--- src/rtl/pcpi_mon_pkg.sv ---
// pcpi_mon_pkg: shared state encoding and match constants
// for the PCPI run monitor.
package pcpi_mon_pkg;

   typedef enum logic [1:0] {
      ST_RUN     = 2'd0,
      ST_DONE    = 2'd1,
      ST_TIMEOUT = 2'd2
   } mon_state_e;

   localparam logic [31:0] MATCH_CALCULATE = 32'h0000_2027;
   localparam logic [31:0] MASK_CALCULATE  = 32'hFE00_707F;

   localparam logic [29:0] EXIT_ADR_DEF = 30'h0400_0001;
   localparam logic [31:0] EXIT_DAT_DEF = 32'h0000_00AD;

   function automatic logic insn_hit(
      input logic [31:0] insn,
      input logic [31:0] match,
      input logic [31:0] mask
   );
      return (insn & mask) == match;
   endfunction

endpackage

--- src/rtl/pcpi_match_counter.sv ---
// pcpi_match_counter: one instruction-match channel with
// saturating issue counter and first-issue time stamp.
module pcpi_match_counter
   import pcpi_mon_pkg::*;
#(
   parameter int          CNT_WIDTH = 32,
   parameter logic [31:0] MATCH     = MATCH_CALCULATE,
   parameter logic [31:0] MASK      = MASK_CALCULATE
) (
   input  logic                 clk,
   input  logic                 restart,
   input  logic                 run_en,
   input  logic                 issue,
   input  logic [31:0]          insn,
   input  logic [CNT_WIDTH-1:0] cycle_now,
   output logic [CNT_WIDTH-1:0] count,
   output logic [CNT_WIDTH-1:0] stamp,
   output logic                 seen
);

   localparam logic [CNT_WIDTH-1:0] ONE = CNT_WIDTH'(1);

   logic hit;

   assign hit = run_en & issue & insn_hit(insn, MATCH, MASK);

   // count matching issues, stamp the first one
   always_ff @(posedge clk) begin
      if (restart) begin
         count <= '0;
         stamp <= '0;
         seen  <= 1'b0;
      end else if (hit) begin
         if (count != '1)
            count <= count + ONE;
         if (!seen) begin
            stamp <= cycle_now;
            seen  <= 1'b1;
         end
      end
   end

endmodule

--- src/rtl/pcpi_run_monitor.sv ---
// pcpi_run_monitor: run-cycle counter, exit/timeout FSM and
// per-channel PCPI issue statistics.
module pcpi_run_monitor
   import pcpi_mon_pkg::*;
#(
   parameter int                        NUM_MATCH      = 4,
   parameter int                        CNT_WIDTH      = 32,
   parameter int unsigned               TIMEOUT_CYCLES = 2000000,
   parameter logic [29:0]               EXIT_ADR       = EXIT_ADR_DEF,
   parameter logic [31:0]               EXIT_DAT       = EXIT_DAT_DEF,
   parameter logic [32*NUM_MATCH-1:0]   MATCH_VEC      =
      {NUM_MATCH{MATCH_CALCULATE}},
   parameter logic [32*NUM_MATCH-1:0]   MASK_VEC       =
      {NUM_MATCH{MASK_CALCULATE}}
) (
   input  logic                           clk,
   input  logic                           resetn,
   input  logic                           clear,
   input  logic [29:0]                    wb_adr,
   input  logic [31:0]                    wb_dat,
   input  logic                           wb_we,
   input  logic                           wb_cyc,
   input  logic                           wb_ack,
   input  logic                           pcpi_valid,
   input  logic [31:0]                    pcpi_insn,
   output logic [1:0]                     state,
   output logic                           done,
   output logic                           timeout,
   output logic [CNT_WIDTH-1:0]           cycle_count,
   output logic [NUM_MATCH*CNT_WIDTH-1:0] match_count,
   output logic [NUM_MATCH*CNT_WIDTH-1:0] first_stamp,
   output logic [NUM_MATCH-1:0]           first_valid,
   output logic [CNT_WIDTH-1:0]           calc_cycles
);

   localparam logic [CNT_WIDTH-1:0] ONE    = CNT_WIDTH'(1);
   localparam logic [63:0]          TO_LIM = 64'(TIMEOUT_CYCLES);

   mon_state_e           st;
   logic                 restart;
   logic                 run;
   logic                 prev_valid;
   logic                 issue;
   logic                 exit_hit;
   logic                 to_hit;
   logic [CNT_WIDTH-1:0] cyc_next;
   logic [CNT_WIDTH-1:0] stamp0;

   assign restart  = ~resetn | clear;
   assign run      = (st == ST_RUN);
   assign issue    = pcpi_valid & ~prev_valid;
   assign cyc_next = cycle_count + ONE;
   assign stamp0   = first_stamp[CNT_WIDTH-1:0];
   assign state    = st;

   assign exit_hit = wb_cyc & wb_we & wb_ack
                   & (wb_adr == EXIT_ADR)
                   & (wb_dat == EXIT_DAT);

   // compare at 64 bits so a limit beyond the counter range never fires
   assign to_hit = (64'(cyc_next) == TO_LIM);

   // edge detector for new PCPI issues
   always_ff @(posedge clk) begin
      if (restart)
         prev_valid <= 1'b0;
      else
         prev_valid <= pcpi_valid;
   end

   // run FSM, cycle counter and exit latency
   always_ff @(posedge clk) begin
      if (restart) begin
         st          <= ST_RUN;
         done        <= 1'b0;
         timeout     <= 1'b0;
         cycle_count <= '0;
         calc_cycles <= '0;
      end else if (run) begin
         cycle_count <= cyc_next;
         if (exit_hit) begin
            st          <= ST_DONE;
            done        <= 1'b1;
            calc_cycles <= first_valid[0] ? cyc_next - stamp0
                                          : cyc_next;
         end else if (to_hit) begin
            st      <= ST_TIMEOUT;
            timeout <= 1'b1;
         end
      end
   end

   for (genvar i = 0; i < NUM_MATCH; i++) begin : g_ch
      pcpi_match_counter #(
         .CNT_WIDTH (CNT_WIDTH),
         .MATCH     (MATCH_VEC[32*i +: 32]),
         .MASK      (MASK_VEC[32*i +: 32])
      ) u_ch (
         .clk       (clk),
         .restart   (restart),
         .run_en    (run),
         .issue     (issue),
         .insn      (pcpi_insn),
         .cycle_now (cyc_next),
         .count     (match_count[i*CNT_WIDTH +: CNT_WIDTH]),
         .stamp     (first_stamp[i*CNT_WIDTH +: CNT_WIDTH]),
         .seen      (first_valid[i])
      );
   end

endmodule

--- config.mk ---
export PLATFORM = sky130hd
export DESIGN_NAME = pcpi_run_monitor
export DESIGN_NICKNAME = d
export VERILOG_FILES = /design/src/rtl/pcpi_mon_pkg.sv /design/src/rtl/pcpi_match_counter.sv /design/src/rtl/pcpi_run_monitor.sv
export SDC_FILE = /design/constraint.sdc
export NUM_CORES = 1
export LEC_CHECK = 0
export BUFFER_PORTS_ARGS = -buffer_cell sky130_fd_sc_hd__buf_2
export CORE_AREA = 2 2 166 168
export CTS_CLUSTER_SIZE = 14
export DETAILED_ROUTE_END_ITERATION = 16
export DIE_AREA = 0 0 168 170
export GPL_ROUTABILITY_DRIVEN = 1
export PLACE_DENSITY = 0.89
export SYNTH_ARGS = -nofsm -noshare
export SYNTH_HDL_FRONTEND = slang
export SYNTH_SLANG_ARGS = --single-unit
--- constraint.sdc ---
create_clock -name clk -period 5.15 [get_ports clk]
set_input_delay 0.515 -clock clk [delete_from_list [all_inputs] [get_ports clk]]
set_output_delay 0.515 -clock clk [all_outputs]
set_load 0.01 [all_outputs]
==> results of run 1 <==
## registers in the layout, indices dropped and copies added (netlist names)
name	cells
prev_valid	1
state	2
g_ch.u_ch.seen	1
done	1
calc_cycles	32
g_ch.u_ch.count	128
cycle_count	32
g_ch.u_ch.stamp	32
timeout	1
## kinds of logic after synthesis
group,Yosys count
xor+xnor,180
flops,230
buf+inv,242
compound gates,243
mux,10
simple gates,674
fa+ha+maj,37
## report_power, final
part / internal (W) / total (W) / switching, W
combinational: 0.0000499 / 0.000125 / 0.0000755
sequential: 0.00178 / 0.00178 / 0.000000872
clock: 0.00109 / 0.00184 / 0.000756
## metrics by stage
| step | setup WS [ns] | total power, W | std cells |
|---|---|---|---|
| 2_1_floorplan | 0.715 | 0.00189 | 1616 |
| 3_3_place_gp | 0.458 | 0.00194 | 2216 |
| 3_5_place_dp | 0.323 | 0.00194 | 2216 |
| 4_1_cts | 0.318 | 0.00376 | 2259 |
| 5_1_grt | 0.118 | 0.00384 | 2259 |
| 6_report | 0.519 | 0.00375 | 2259 |
## metal layers
layer,GRT usage,vias up,part of all wire
li1,-,6058,-
met1,0.330,5986,0.41
met2,0.457,633,0.47
met3,0.0426,134,0.071
met4,0.127,0,0.051
met5,0,-,0
## final timing paths
check	from	to	slack, ns	cells past startpoint
setup / recovery	cycle_count[1]	calc_cycles[29]	0.52	16
hold / removal	pcpi_valid	prev_valid	0.21	2
setup reg to reg	cycle_count[1]	calc_cycles[29]	0.52	16
hold reg to reg	timeout	timeout	0.45	2
## cell usage in the layout (no fill, tap or decap), types with 69 or more instances in the layout
cell type  Yosys  final
a21oi_1       73     73
buf_2         10    413
dfxtp_1      230    229
inv_1         73     73
nand2_1      104    104
nand3_1       69     69
nor2_1       242    240
xnor2_1       69     69
xor2_1       108    108
## what timing repair did
action	4_1_cts	5_1_grt
buffers inserted	0	0
endpoints found under the setup margin	0	4
resized for setup	0	2
## layout make-up
cell class                      count  area (um^2)  area share
Clock buffer                       38          774      0.0501
Multi-Input combinational cell   1144         7130       0.461
Sequential cell                   230         4610       0.298
Clock inverter                      5         67.6     0.00437
Inverter                           73          274      0.0177
Tap cell                          341          427      0.0276
Timing Repair Buffer              428         2180       0.141
==> results by group, run 1 <==
Outcome
  • Run status: completed

Yosys
  • Most numerous cell in the Yosys netlist: nor2_1
  • Mean Syn Cell Area: approximately 8.1 um^2
  • Top post-synthesis cells by area: dfxtp_1 (35%), xor2_1 (7.3%), nor2_1 (7.0%), buf_4 (5.8%), xnor2_1 (4.6%)
  • Synthesized instance count: 1,616
  • Cell taking the most area after synthesis: dfxtp_1
  • Post-Synth Adder-Cell Area: 0.0360
  • Synth Net Count: 1,753
  • Post-synthesis mux area share: 0.00778
  • Synth top cells by count: nor2_1 (242), dfxtp_1 (230), xor2_1 (108)
  • Synthesized area: 13,000 um^2
  • Ys Warns: 0
  • Post-synthesis compound-gate area fraction: 0.121
  • Xor/xnor share of the synthesized area: 0.123
  • Register area share after synthesis: 0.354
  • Top_reg_cell synth: dfxtp_1
  • Largest family of logic cells by synthesized area: simple AND/OR/NAND/NOR gates
  • Post-Synth Simple-Gate Area: 0.258
  • Ys async rst share: 0
  • FF+latch count, synth: 230
  • EDFF count, synth: 0
  • Yosys top cell area share: 0.354
  • Yosys cell types: 73

Global route
  • Global-route wire length before repair: 61,800 um
  • Largest net degree at the start of global routing: 95
  • Initial antenna violation count: 0
  • Vias in the first global route: between 10,000 and 15,000
  • Congestion Overflow GR: 0
  • Gr usage total: 0.267

Worst setup path
  • Critical path startpoint category: flip-flop
  • Worst path top cell family by delay: simple AND/OR/NAND/NOR gates
  • CP most frequent cell: ha_1
  • Crit path cell chain: ha_1, nand3_2, or3_1, nor2_1, nand3_1, xor2_1, inv_1, ha_1, and3_1, nand4_1, o311ai_1, a31oi_2, o31ai_4, o21ai_2, a2111oi_2, nor3_1
  • Slowest stage delay, CP: between 0.5 and 0.6 ns
  • Crit end category: flip-flop
  • CP bufs+invs: 1
  • CP arrival: approximately 5.0 ns
  • WS Path Type: flip-flop to flip-flop
  • Slowest cell on the critical path: or3_1
  • CP required: between 5 and 6 ns
  • Crit-path max FO: 7

Timing
  • Final Skew: ~0.012 ns
  • Worst hold margin: 0.213 ns
  • Final setup viols: 0
  • Final period utilization: 0.899
  • Max-slew violation count: 0
  • Worst slew pin tran: around 1.2 ns
  • Setup TNS: 0 ns
  • RSZ-0062 raised after global routing: no
  • Final min period: 4.63 ns
  • Final hold viol count: 0
  • Fmax: ~220 MHz
  • Slew headroom: 0.173

Finish
  • Fillers: about 2,300
  • ANT cells: 0
  • Post-Layout Inst Area: 15,500 um^2
  • Area Growth Syn to Fin: 18.7%
  • Nets: 2,039
  • Share of layout cells above drive strength 1: 0.260
  • Core Util, Final: 0.580

Floorplan
  • Die width: 168 um
  • Initial core utilization: 0.489
  • I/O Pins: about 430
  • Area of the core: 26,700 um^2
  • Row count: 60
  • Die footprint: 28,600 um^2
  • Die height: 170 um

Place
  • Post-Place Cell Area: 14,600 um^2
  • Routability cong.: 0.956
  • Post-DP HPWL: 30,200 um
  • I/O Buffers: a little over 400

Drt
  • Vias: 12,811
  • Wire per inst: 17.8 um
  • Antenna Nets Post-Route: 0
  • Drt pass-1 iters: 7
  • DRC Markers: 0
  • Routed wire length: between 40,000 and 50,000 um
  • Detailed Route Iter0 Violations: 959
  • Vias per inst: ~5.7

Clock tree
  • H-tree depth: 1
  • Clock sinks: 230
  • CTS tree: done
  • Worst-skew pair later-pin latency: 0.54 ns
  • Clock-pin slew on the worst setup and hold paths: 0.06 ns
  • TritonCTS buffer count: 25
  • Clock buffer depth: 3
  • Root buffer cell: clkbuf_16
  • Cts hold-fix bufs: 0

Pwr
  • VDD IR max: 0.193 mV
  • P_leak: 6.85 nW
  • Power Dens Cells: 242 nW/um^2

Job
  • Max Cap Violations: 0

Hold path
  • Min-Delay Path Class: primary input to flip-flop
Power figures use the tool's default switching activity.
==> run 2: changes to the inputs <==
Settings changed: ABC_AREA from default to 1, CORE_AREA 2 2 166 168 to default, CORE_MARGIN from default to 2, CORE_UTILIZATION from default to 53, DIE_AREA 0 0 168 170 to default, PLACE_DENSITY 0.89 to 0.93.
==> results by group, run 2 <==
Outcome
  • Run status: completed

Worst setup path
  • Critical path startpoint category: flip-flop
  • WS Path Type: flip-flop to flip-flop
  • Reg2Reg Depth: 23
  • CP arrival: roughly 4.5 ns
  • CP required: 5.52 ns
  • Crit end category: flip-flop
  • Crit-path max FO: 6

Place
  • Routability cong.: about 0.97
  • I/O Buffers: ~410
  • Post-DP HPWL: 37,800 um
  • Post-Place Cell Area: 16,500 um^2

Clock tree
  • Root buffer cell: clkbuf_16
  • TritonCTS buffer count: 26
  • Post-cts resize count: 0
  • H-tree depth: 1
  • Clock-pin slew on the worst setup and hold paths: 0.06 ns
  • Cts hold-fix bufs: 0
  • Clock buffer depth: 3
  • Worst-skew pair later-pin latency: 0.54 ns
  • Post-CTS Setup Inserts: 0
  • Clock sinks: 230
  • CTS tree: done

Yosys
  • Synth top cells by count: nand2_1 (459), inv_1 (283), a21oi_1 (244)
  • Most numerous cell in the Yosys netlist: nand2_1
  • Synth Net Count: 2,406
  • Synthesized area: 14,900 um^2
  • Ys Warns: 0
  • Cell taking the most area after synthesis: dfxtp_1
  • Yosys top cell area share: 0.308
  • Mean Syn Cell Area: 6.58 um^2
  • Ys async rst share: 0
  • Yosys cell types: 51
  • FF+latch count, synth: 230
  • Top post-synthesis cells by area: dfxtp_1 (31%), nand2_1 (12%), a21oi_1 (8.2%), inv_1 (7.1%), buf_4 (5.2%)
  • Top_reg_cell synth: dfxtp_1
  • Synthesized instance count: approximately 2,300
  • EDFF count, synth: 0
  • Register area share after synthesis: 0.308

Floorplan
  • Row count: 61
  • Die height: 172 um
  • Initial core utilization: 0.537
  • Area of the core: 27,800 um^2
  • I/O Pins: 429
  • Die footprint: 29,500 um^2
  • Die width: 172 um

Drt
  • Vias per inst: 5.73
  • Routed wire length: 50,500 um
  • DRC Markers: 0
  • Antenna Nets Post-Route: 0
  • Wire per inst: 17.1 um
  • Vias: 16,973
  • Drt pass-1 iters: 6
  • Detailed Route Iter0 Violations: 1,623

Global route
  • Global-route wire length before repair: 79,400 um
  • Largest net degree at the start of global routing: 85
  • Vias in the first global route: 15,873
  • Congestion Overflow GR: 0
  • Initial antenna violation count: 0
  • Gr usage total: 0.331

Timing
  • Worst slew pin tran: 1.08 ns
  • Final Skew: about 0.014 ns
  • Final setup viols: 0
  • RSZ-0062 raised after global routing: no
  • Max-slew violation count: 0
  • Fmax: approximately 240 MHz
  • Final period utilization: 0.797
  • Final min period: 4.11 ns
  • Final hold viol count: 0
  • Slew headroom: 0.277
  • Setup TNS: 0 ns

Hold path
  • Min-Delay Path Class: primary input to flip-flop
  • Hold Crit Depth: 3

Finish
  • Post-Layout Inst Area: 17,400 um^2
  • Largest reg by FF count: g_ch.u_ch.count
  • Nets: 2,699
  • Commonest non-fill, non-tap cell in the layout: nand2_1
  • Share of layout cells above drive strength 1: 0.204
  • Area Growth Syn to Fin: 16.8%
  • Most frequent cells in the layout: nand2_1 (459), buf_2 (413), inv_1 (282)
  • Max reg flops: approximately 130

Pwr
  • VDD IR max: 0.246 mV
  • P_leak: 8.05 nW
  • Power Dens Cells: 221 nW/um^2

Job
  • Max Cap Violations: 0
==> run 2: cell types whose count changed in the layout (fill, tap and decap cells not counted), moves of 51 or more <==
cell     delta
inv_1     +209
nor2_1     -51
nor3_1     +68
nand2_1   +355
a21oi_1   +171
o21ai_0    +77
==> run 2: kinds of logic after synthesis <==
kind of cell,share of synthesized area
xor+xnor,0.0481
flops,0.308
fa+ha+maj,0.0307
compound gates,0.158
buf+inv,0.141
simple gates,0.314
==> run 2: report_power, final <==
part / internal, W / switching [W]
clock network: 0.00116 / 0.000767
logic: 0.0000531 / 0.0000900
registers: 0.00178 / 0.00000114
total: 0.00299 / 0.000858
==> run 2: routing by layer <==
layer / GRT usage / vias to the layer above / wire length, um
met2: 0.573 / 1042 / 23500
li1: - / 8023 / -
met5: 0 / - / 0
met3: 0.0557 / 191 / 5140
met4: 0.150 / 0 / 2280
met1: 0.402 / 7717 / 19600
==> run 2: final cells by class <==
cell class / instances / area [um^2]
Clock buffer: 40 / 795
Sequential cell: 230 / 4600
Multi-Input combinational cell: 1585 / 8220
Inverter: 297 / 1120
Tap cell: 378 / 473
Timing Repair Buffer: 422 / 2130
Fill cell: 2538 / 10300
Clock inverter: 7 / 88.8
Antenna cell: 1 / 2.50
==> run 2: through the flow <==
stage	hold WS, ns	power, W	util	setup WS [ns]	instances
2_1_floorplan	0.474	0.00190	-	1.80	2269
3_3_place_gp	0.440	0.00195	0.596	1.35	2912
3_5_place_dp	0.439	0.00196	0.596	1.21	2912
4_1_cts	0.209	0.00386	0.628	1.15	2959
5_1_grt	0.238	0.00394	0.628	0.818	2959
6_report	0.226	0.00385	0.628	1.04	2960
==> run 2: worst paths after layout <==
| check | startpoint | endpoint | slack, ns |
|---|---|---|---|
| hold reg to reg | timeout | timeout | 0.45 |
| hold / removal | pcpi_valid | prev_valid | 0.23 |
| setup / recovery | cycle_count[0] | calc_cycles[28] | 1.04 |
| setup reg to reg | cycle_count[0] | calc_cycles[28] | 1.04 |
==> run 2: worst max-delay path, stage by stage (launching register included) <==
cell	delay (ns)
dfxtp_1	0.42
ha_1	0.20
nand2_1	0.13
nor2_4	0.16
nand2_4	0.11
nor2_1	0.19
nand2_1	0.14
nor3_1	0.20
xor2_1	0.34
inv_2	0.09
ha_1	0.37
nand2_1	0.16
nor4_1	0.42
nand4_1	0.15
nand3_1	0.18
nand2_1	0.08
inv_1	0.06
nand2_1	0.05
nand3_1	0.12
nand2_1	0.09
nand3_1	0.07
nand3_1	0.10
nand2_1	0.09
a21oi_1	0.06
